`config.mk`:
```
export PLATFORM = sky130hd
export DESIGN_NAME = instr_fetch_unit
export DESIGN_NICKNAME = d
export VERILOG_FILES = /design/src/rtl/mips_pkg.sv /design/src/rtl/next_pc_calc.sv /design/src/rtl/instr_fetch_unit.sv
export SDC_FILE = /design/constraint.sdc
export NUM_CORES = 1
export LEC_CHECK = 0
export BUFFER_PORTS_ARGS = -buffer_cell sky130_fd_sc_hd__buf_4
export CAP_MARGIN = 10
export CELL_PAD_IN_SITES_DETAIL_PLACEMENT = 0
export CELL_PAD_IN_SITES_GLOBAL_PLACEMENT = 1
export CORE_MARGIN = 2
export CORE_UTILIZATION = 33
export CTS_BUF_LIST = sky130_fd_sc_hd__clkbuf_4 sky130_fd_sc_hd__clkbuf_8
export DETAILED_ROUTE_END_ITERATION = 7
export PLACE_DENSITY = 0.85
export REMOVE_ABC_BUFFERS = 1
export SLEW_MARGIN = 10
export SYNTH_ARGS = -nofsm -noshare
export SYNTH_HDL_FRONTEND = slang
export SYNTH_HIERARCHICAL = 1
export SYNTH_SLANG_ARGS = --single-unit
```
`constraint.sdc`:
```
create_clock -name clk -period 3.23 [get_ports clk]
set_input_delay 0.323 -clock clk [delete_from_list [all_inputs] [get_ports clk]]
set_output_delay 0.323 -clock clk [all_outputs]
set_load 0.05 [all_outputs]
```
`src/rtl/mips_pkg.sv`:
```
// Shared MIPS core definitions: opcodes, fetch FSM states and ALU control encodings.
package mips_pkg;

  localparam logic [5:0] OP_RTYPE = 6'b000000;
  localparam logic [5:0] OP_LW    = 6'b100011;
  localparam logic [5:0] OP_SW    = 6'b101011;
  localparam logic [5:0] OP_ADDI  = 6'b001000;
  localparam logic [5:0] OP_BEQ   = 6'b000100;
  localparam logic [5:0] OP_J     = 6'b000010;

  typedef enum logic [1:0] {
    FETCH = 2'd0,
    EXEC  = 2'd1,
    FAULT = 2'd2
  } fetch_state_e;

  localparam logic [2:0] ALU_AND = 3'b000;
  localparam logic [2:0] ALU_OR  = 3'b001;
  localparam logic [2:0] ALU_ADD = 3'b010;
  localparam logic [2:0] ALU_MUL = 3'b011;
  localparam logic [2:0] ALU_SUB = 3'b110;
  localparam logic [2:0] ALU_SLT = 3'b111;

endpackage

```
`src/rtl/next_pc_calc.sv`:
```
// Next-PC selection: jump target over branch target over sequential, all modulo 2^32.
// Purely combinational, no flow control.
module next_pc_calc (
  input  logic [31:0] pc,
  input  logic [31:0] Instruction,
  input  logic [31:0] SignImm,
  input  logic        Jmp,
  input  logic        PCSrc,
  output logic [31:0] pc_plus4,
  output logic [31:0] next_pc
);

  // Opcode bits are decoded by the control unit, not needed here.
  logic unused_opcode;
  assign unused_opcode = ^Instruction[31:26];

  assign pc_plus4 = pc + 32'd4;

  always_comb begin
    next_pc = pc_plus4;
    if (Jmp)
      next_pc = {pc_plus4[31:28], Instruction[25:0], 2'b00};
    else if (PCSrc)
      next_pc = pc_plus4 + {SignImm[29:0], 2'b00};
  end

endmodule

```
`src/rtl/instr_fetch_unit.sv`:
```
// Fetch stage: one outstanding imem request, registered instruction, 2-cycle minimum per instruction.
// stall holds the executing instruction; a memory that never answers within TIMEOUT cycles faults until reset.
module instr_fetch_unit
  import mips_pkg::*;
#(
  parameter logic [31:0] RESET_PC = 32'h0000_0000,
  parameter int          TIMEOUT  = 16,
  parameter int          CNT_W    = 32
) (
  input  logic             clk,
  input  logic             rst,
  output logic             imem_req,
  output logic [31:0]      imem_addr,
  input  logic             imem_ready,
  input  logic [31:0]      imem_rdata,
  output logic [31:0]      Instruction,
  output logic             instr_valid,
  output logic             instr_retire,
  output logic [31:0]      pc,
  output logic [31:0]      pc_plus4,
  input  logic             Jmp,
  input  logic             PCSrc,
  input  logic [31:0]      SignImm,
  input  logic             stall,
  output logic             fetch_err,
  output logic [CNT_W-1:0] retired_cnt
);

  localparam logic [1:0]  ST_FETCH  = FETCH;
  localparam logic [1:0]  ST_EXEC   = EXEC;
  localparam logic [1:0]  ST_FAULT  = FAULT;
  localparam logic [31:0] PC_INIT   = RESET_PC & ~32'd3;
  localparam int          WAIT_W    = (TIMEOUT > 1) ? $clog2(TIMEOUT) : 1;
  localparam logic [WAIT_W-1:0] WAIT_LAST = WAIT_W'(TIMEOUT - 1);

  logic [1:0]        state;
  logic [WAIT_W-1:0] wait_cnt;
  logic [31:0]       next_pc;

  next_pc_calc u_next_pc (
    .pc          (pc),
    .Instruction (Instruction),
    .SignImm     (SignImm),
    .Jmp         (Jmp),
    .PCSrc       (PCSrc),
    .pc_plus4    (pc_plus4),
    .next_pc     (next_pc)
  );

  assign imem_req     = (state == ST_FETCH);
  assign imem_addr    = pc;
  assign instr_valid  = (state == ST_EXEC);
  assign instr_retire = (state == ST_EXEC) && !stall;
  assign fetch_err    = (state == ST_FAULT);

  always_ff @(posedge clk) begin
    if (rst) begin
      state       <= ST_FETCH;
      pc          <= PC_INIT;
      Instruction <= 32'd0;
      wait_cnt    <= '0;
      retired_cnt <= '0;
    end else begin
      case (state)
        ST_FETCH: begin
          if (imem_ready) begin
            Instruction <= imem_rdata;
            wait_cnt    <= '0;
            state       <= ST_EXEC;
          end else if (TIMEOUT != 0 && wait_cnt == WAIT_LAST) begin
            state <= ST_FAULT;
          end else begin
            wait_cnt <= wait_cnt + 1'b1;
          end
        end
        ST_EXEC: begin
          if (!stall) begin
            pc          <= next_pc;
            retired_cnt <= retired_cnt + CNT_W'(1);
            state       <= ST_FETCH;
          end
        end
        ST_FAULT: state <= ST_FAULT;  // only rst leaves
        default:  state <= ST_FAULT;
      endcase
    end
  end

endmodule

```
==> results.py <==
metrics = {
    "hold_path": {
        "hold_path_end": "Instruction[25]$_SDFFE_PP0P_",
        "holdPathStages": 3,
        "hp-start": "imem_rdata[25]",
        "holdCritPathClass": "in -> reg",
    },
    "synth": {
        "synthTopCellsByArea": "dfxtp_1 (29%), nand2_1 (10%), a21oi_1 (10%)",
        "synth_most_common_cell": "nand2_1",
        "syn_inst": 930,
        "synth_edf_count": 0,
        "synthArstFlopShare": 0,
        "yosysWarnings": 6,
        "netlist_area_mm2": 0.00694,
        "yosys_most_used_dff": "dfxtp_1",
        "avgSynthCellArea_um2": 7.46,
        "synth_top_area_share": 0.294,
        "yosys-top-cells-count": "nand2_1 (190), a21oi_1 (138), dfxtp_1 (102)",
        "ys_seq_elements": 102,
        "synth.distinct_cells": 71,
        "yosysTopAreaCell": "dfxtp_1",
        "seq_area_frac_synth": 0.294,
    },
    "global_route": {
        "use_met3": 0.0251,
        "grt_pass1_wl_um": 38100,
        "grt_max_degree": 76,
        "antenna_found_initial": 0,
        "globalRouteMet1Util": 0.285,
        "grt.total_usage": 0.213,
        "grt_overflow": 0,
        "grt_pass1_vias": 7269,
        "met2_usage": 0.366,
        "busiest_layer": "met2",
    },
    "clocking": {
        "cts_tree": "done",
        "clk_pin_slew_worst_paths_ps": 100,
        "h-tree-depth": 3,
        "clock_latency_ps": 370,
        "cts_hold_buffers": 0,
        "cts.sinks": 102,
        "cts_buffer_depth": 2,
        "clockRootBuffer": "clkbuf_8",
        "cts_made_buffers": 9,
    },
    "worst_setup_path": {
        "crit_path_end_kind": "register",
        "criticalPathCategory": "reg -> reg",
        "cp_data_arrival_time_ps": 3740,
        "critical_path_required_ps": 3460,
        "crit_family": "simple AND/OR/NAND/NOR gates",
        "r2r_setup_slack_ps": -280,
        "timing.rr.start": "imem_addr[2]$_SDFFE_PP0P_",
        "slowest_stage": "a2111o_1",
        "crit_chain": "nand3_2 -> or2_4 -> nor3_4 -> and3_4 -> and3_4 -> xor2_4 -> ha_4 -> a21o_1 -> a21o_1 -> a21oi_4 -> nor2_1 -> a2111o_1 -> xnor2_1 -> a21oi_1 -> nand2_1 -> a21oi_2",
        "rr_endpoint": "imem_addr[30]$_SDFFE_PP0P_",
        "reg2reg_depth": 16,
        "critPathMaxStageDelay_ps": 410,
        "cp-start-kind": "register",
        "critPathMaxFanout": 4,
        "path_buf_inv": 0,
    },
    "timing": {
        "finalSetupViolCount": 13,
        "layout_min_cycle_time_ps": 3510,
        "fmax_ghz": 0.285,
        "hold_viol": 0,
        "drv_slew": 0,
        "timing.final.crit_share": 1.09,
        "finalSetupTns_ps": -1950,
        "fin_ws_ps": -279,
        "holdWs_ps": 190,
        "rsz0062_at_grt": "true",
        "finClkSkew_ps": 11.0,
        "slew_headroom": 0.441,
        "tightest_slew_ps": 839,
    },
    "drt": {
        "vias": 7910,
        "wl_per_cell_um": 16.3,
        "drt_iter0_markers": 443,
        "drtAntennaViolNets": 0,
        "drtPass1Iterations": 5,
        "viasPerCell": 5.12,
        "drc": 0,
        "routed_wl_um": 25200,
    },
    "flow_run": {
        "maxCapViolCount": 0,
    },
    "placement": {
        "gp_congestion": 0.891,
        "dpl-instance-area_mm2": 0.00973,
        "io_buffers": 231,
        "dpl.hpwl_um": 18500,
    },
    "die": {
        "design.core.area_mm2": 0.0208,
        "initial_core_util": 0.333,
        "rows": 53,
        "die_y_um": 149,
        "fp.dieW_um": 149,
        "design.portCount": 234,
        "dieArea_mm2": 0.0222,
    },
    "layout": {
        "drive_gt1_frac": 0.431,
        "diodes": 0,
        "finalNetCount": 1376,
        "area_delta_synth_final_pct": 55.8,
        "postLayoutCellArea_mm2": 0.0108,
        "fin_util": 0.519,
    },
    "pwr": {
        "p_int_mw": 2.06,
        "power.switching_mw": 1.10,
        "power_density_mw_per_mm2": 292,
        "sw_frac_of_total": 0.348,
        "ir_worst_vdd_mv": 0.210,
        "clockPowerShare": 0.253,
        "combPwrFrac": 0.325,
        "p_seq_frac": 0.422,
        "power.leakage_nw": 4.85,
    },
    "outcome": {
        "violations": "negative setup slack",
        "outcome": "finished, violations left",
    },
}
[metal layers]
| metal | vias to the layer above | part of all wire |
|---|---|---|
| met5 | - | 0 |
| met4 | 0 | 0.020 |
| met3 | 40 | 0.045 |
| met2 | 204 | 0.49 |
| met1 | 3736 | 0.44 |
| li1 | 3930 | - |
[sequential cells by signal (all words and copies together) (netlist names)]
signal,cells
imem_addr,32
retired_cnt,32
Instruction,32
state,2
wait_cnt,4
[tightest hold or removal path: stages]
cell and delay, ps:
buf_4 110, nand2_1 40, a21oi_1 50
[cell usage in the layout, fill, tap and decap left out, drive strengths merged, types with 6 or more instances in the layout]
cell type / netlist / layout
a211oi: 7 / 7
a21o: 13 / 13
a21oi: 140 / 140
a31oi: 6 / 6
and3: 13 / 13
buf: 38 / 404
clkbuf: 40 / 9
dfxtp: 102 / 102
ha: 38 / 38
inv: 19 / 20
mux2i: 8 / 8
nand2: 190 / 190
nand3: 28 / 28
nand4: 12 / 12
nor2: 57 / 57
nor2b: 7 / 7
nor3: 17 / 17
o21a: 6 / 6
o21ai: 29 / 29
o31ai: 14 / 14
or3: 9 / 9
or4: 18 / 18
xnor2: 33 / 33
xor2: 26 / 26
[stage by stage]
step	power (mW)	setup WS, ps	instances
after global placement	2.29	-328	1510
after CTS	3.13	-149	1537
after floorplan	1.87	-1890	852
after detailed placement	2.29	-442	1510
after global routing	3.31	-426	1545
final	3.15	-279	1545
[power groups by stage]
stage,clock [mW],combinational [mW],sequential [mW]
after detailed placement,0,0.933,1.36
after global routing,0.878,1.09,1.34
after global placement,0,0.928,1.36
after CTS,0.835,0.967,1.33
after floorplan,0,0.346,1.53
final,0.798,1.02,1.33
[layout make-up]
type | count | area (µm²)
Inverter | 19 | 71.3
Sequential cell | 102 | 2060
Clock buffer | 9 | 124
Tap cell | 275 | 344
Timing Repair Buffer | 404 | 3050
Fill cell | 1992 | 10000
Clock inverter | 5 | 61.3
Multi-Input combinational cell | 731 | 5100
[cells by family after synthesis]
logic type / synth area share
adder cells (fa/ha/maj): 0.0714
multiplexers: 0.0148
XOR/XNOR: 0.0766
AO/OA/AOI/OAI: 0.216
flip-flops: 0.294
buffers and inverters: 0.0723
AND/OR/NAND/NOR: 0.254
[worst max-delay path by stage]
stage / startpoint / end / slack, ps / cells past startpoint
final: imem_addr[2]$_SDFFE_PP0P_ / imem_addr[30]$_SDFFE_PP0P_ / -280 / 16
after global routing: imem_addr[2]$_SDFFE_PP0P_ / imem_addr[30]$_SDFFE_PP0P_ / -430 / 16
after CTS: imem_addr[3]$_SDFFE_PP0P_ / imem_addr[31]$_SDFFE_PP0P_ / -150 / 18
after detailed placement: imem_addr[3]$_SDFFE_PP0P_ / imem_addr[19]$_SDFFE_PP0P_ / -440 / 18
after global placement: imem_addr[2]$_SDFFE_PP0P_ / imem_addr[30]$_SDFFE_PP0P_ / -330 / 17
after floorplan: imem_addr[2]$_SDFFE_PP0P_ / imem_addr[31]$_SDFFE_PP0P_ / -1890 / 18
[what timing repair did]
action	CTS	global route
cloned	0	0
pin swaps	26	24
buffers inserted	13	9
endpoints found under the setup margin	17	20
gates resized for setup	54	84
(Power assumes the default switching activity.)
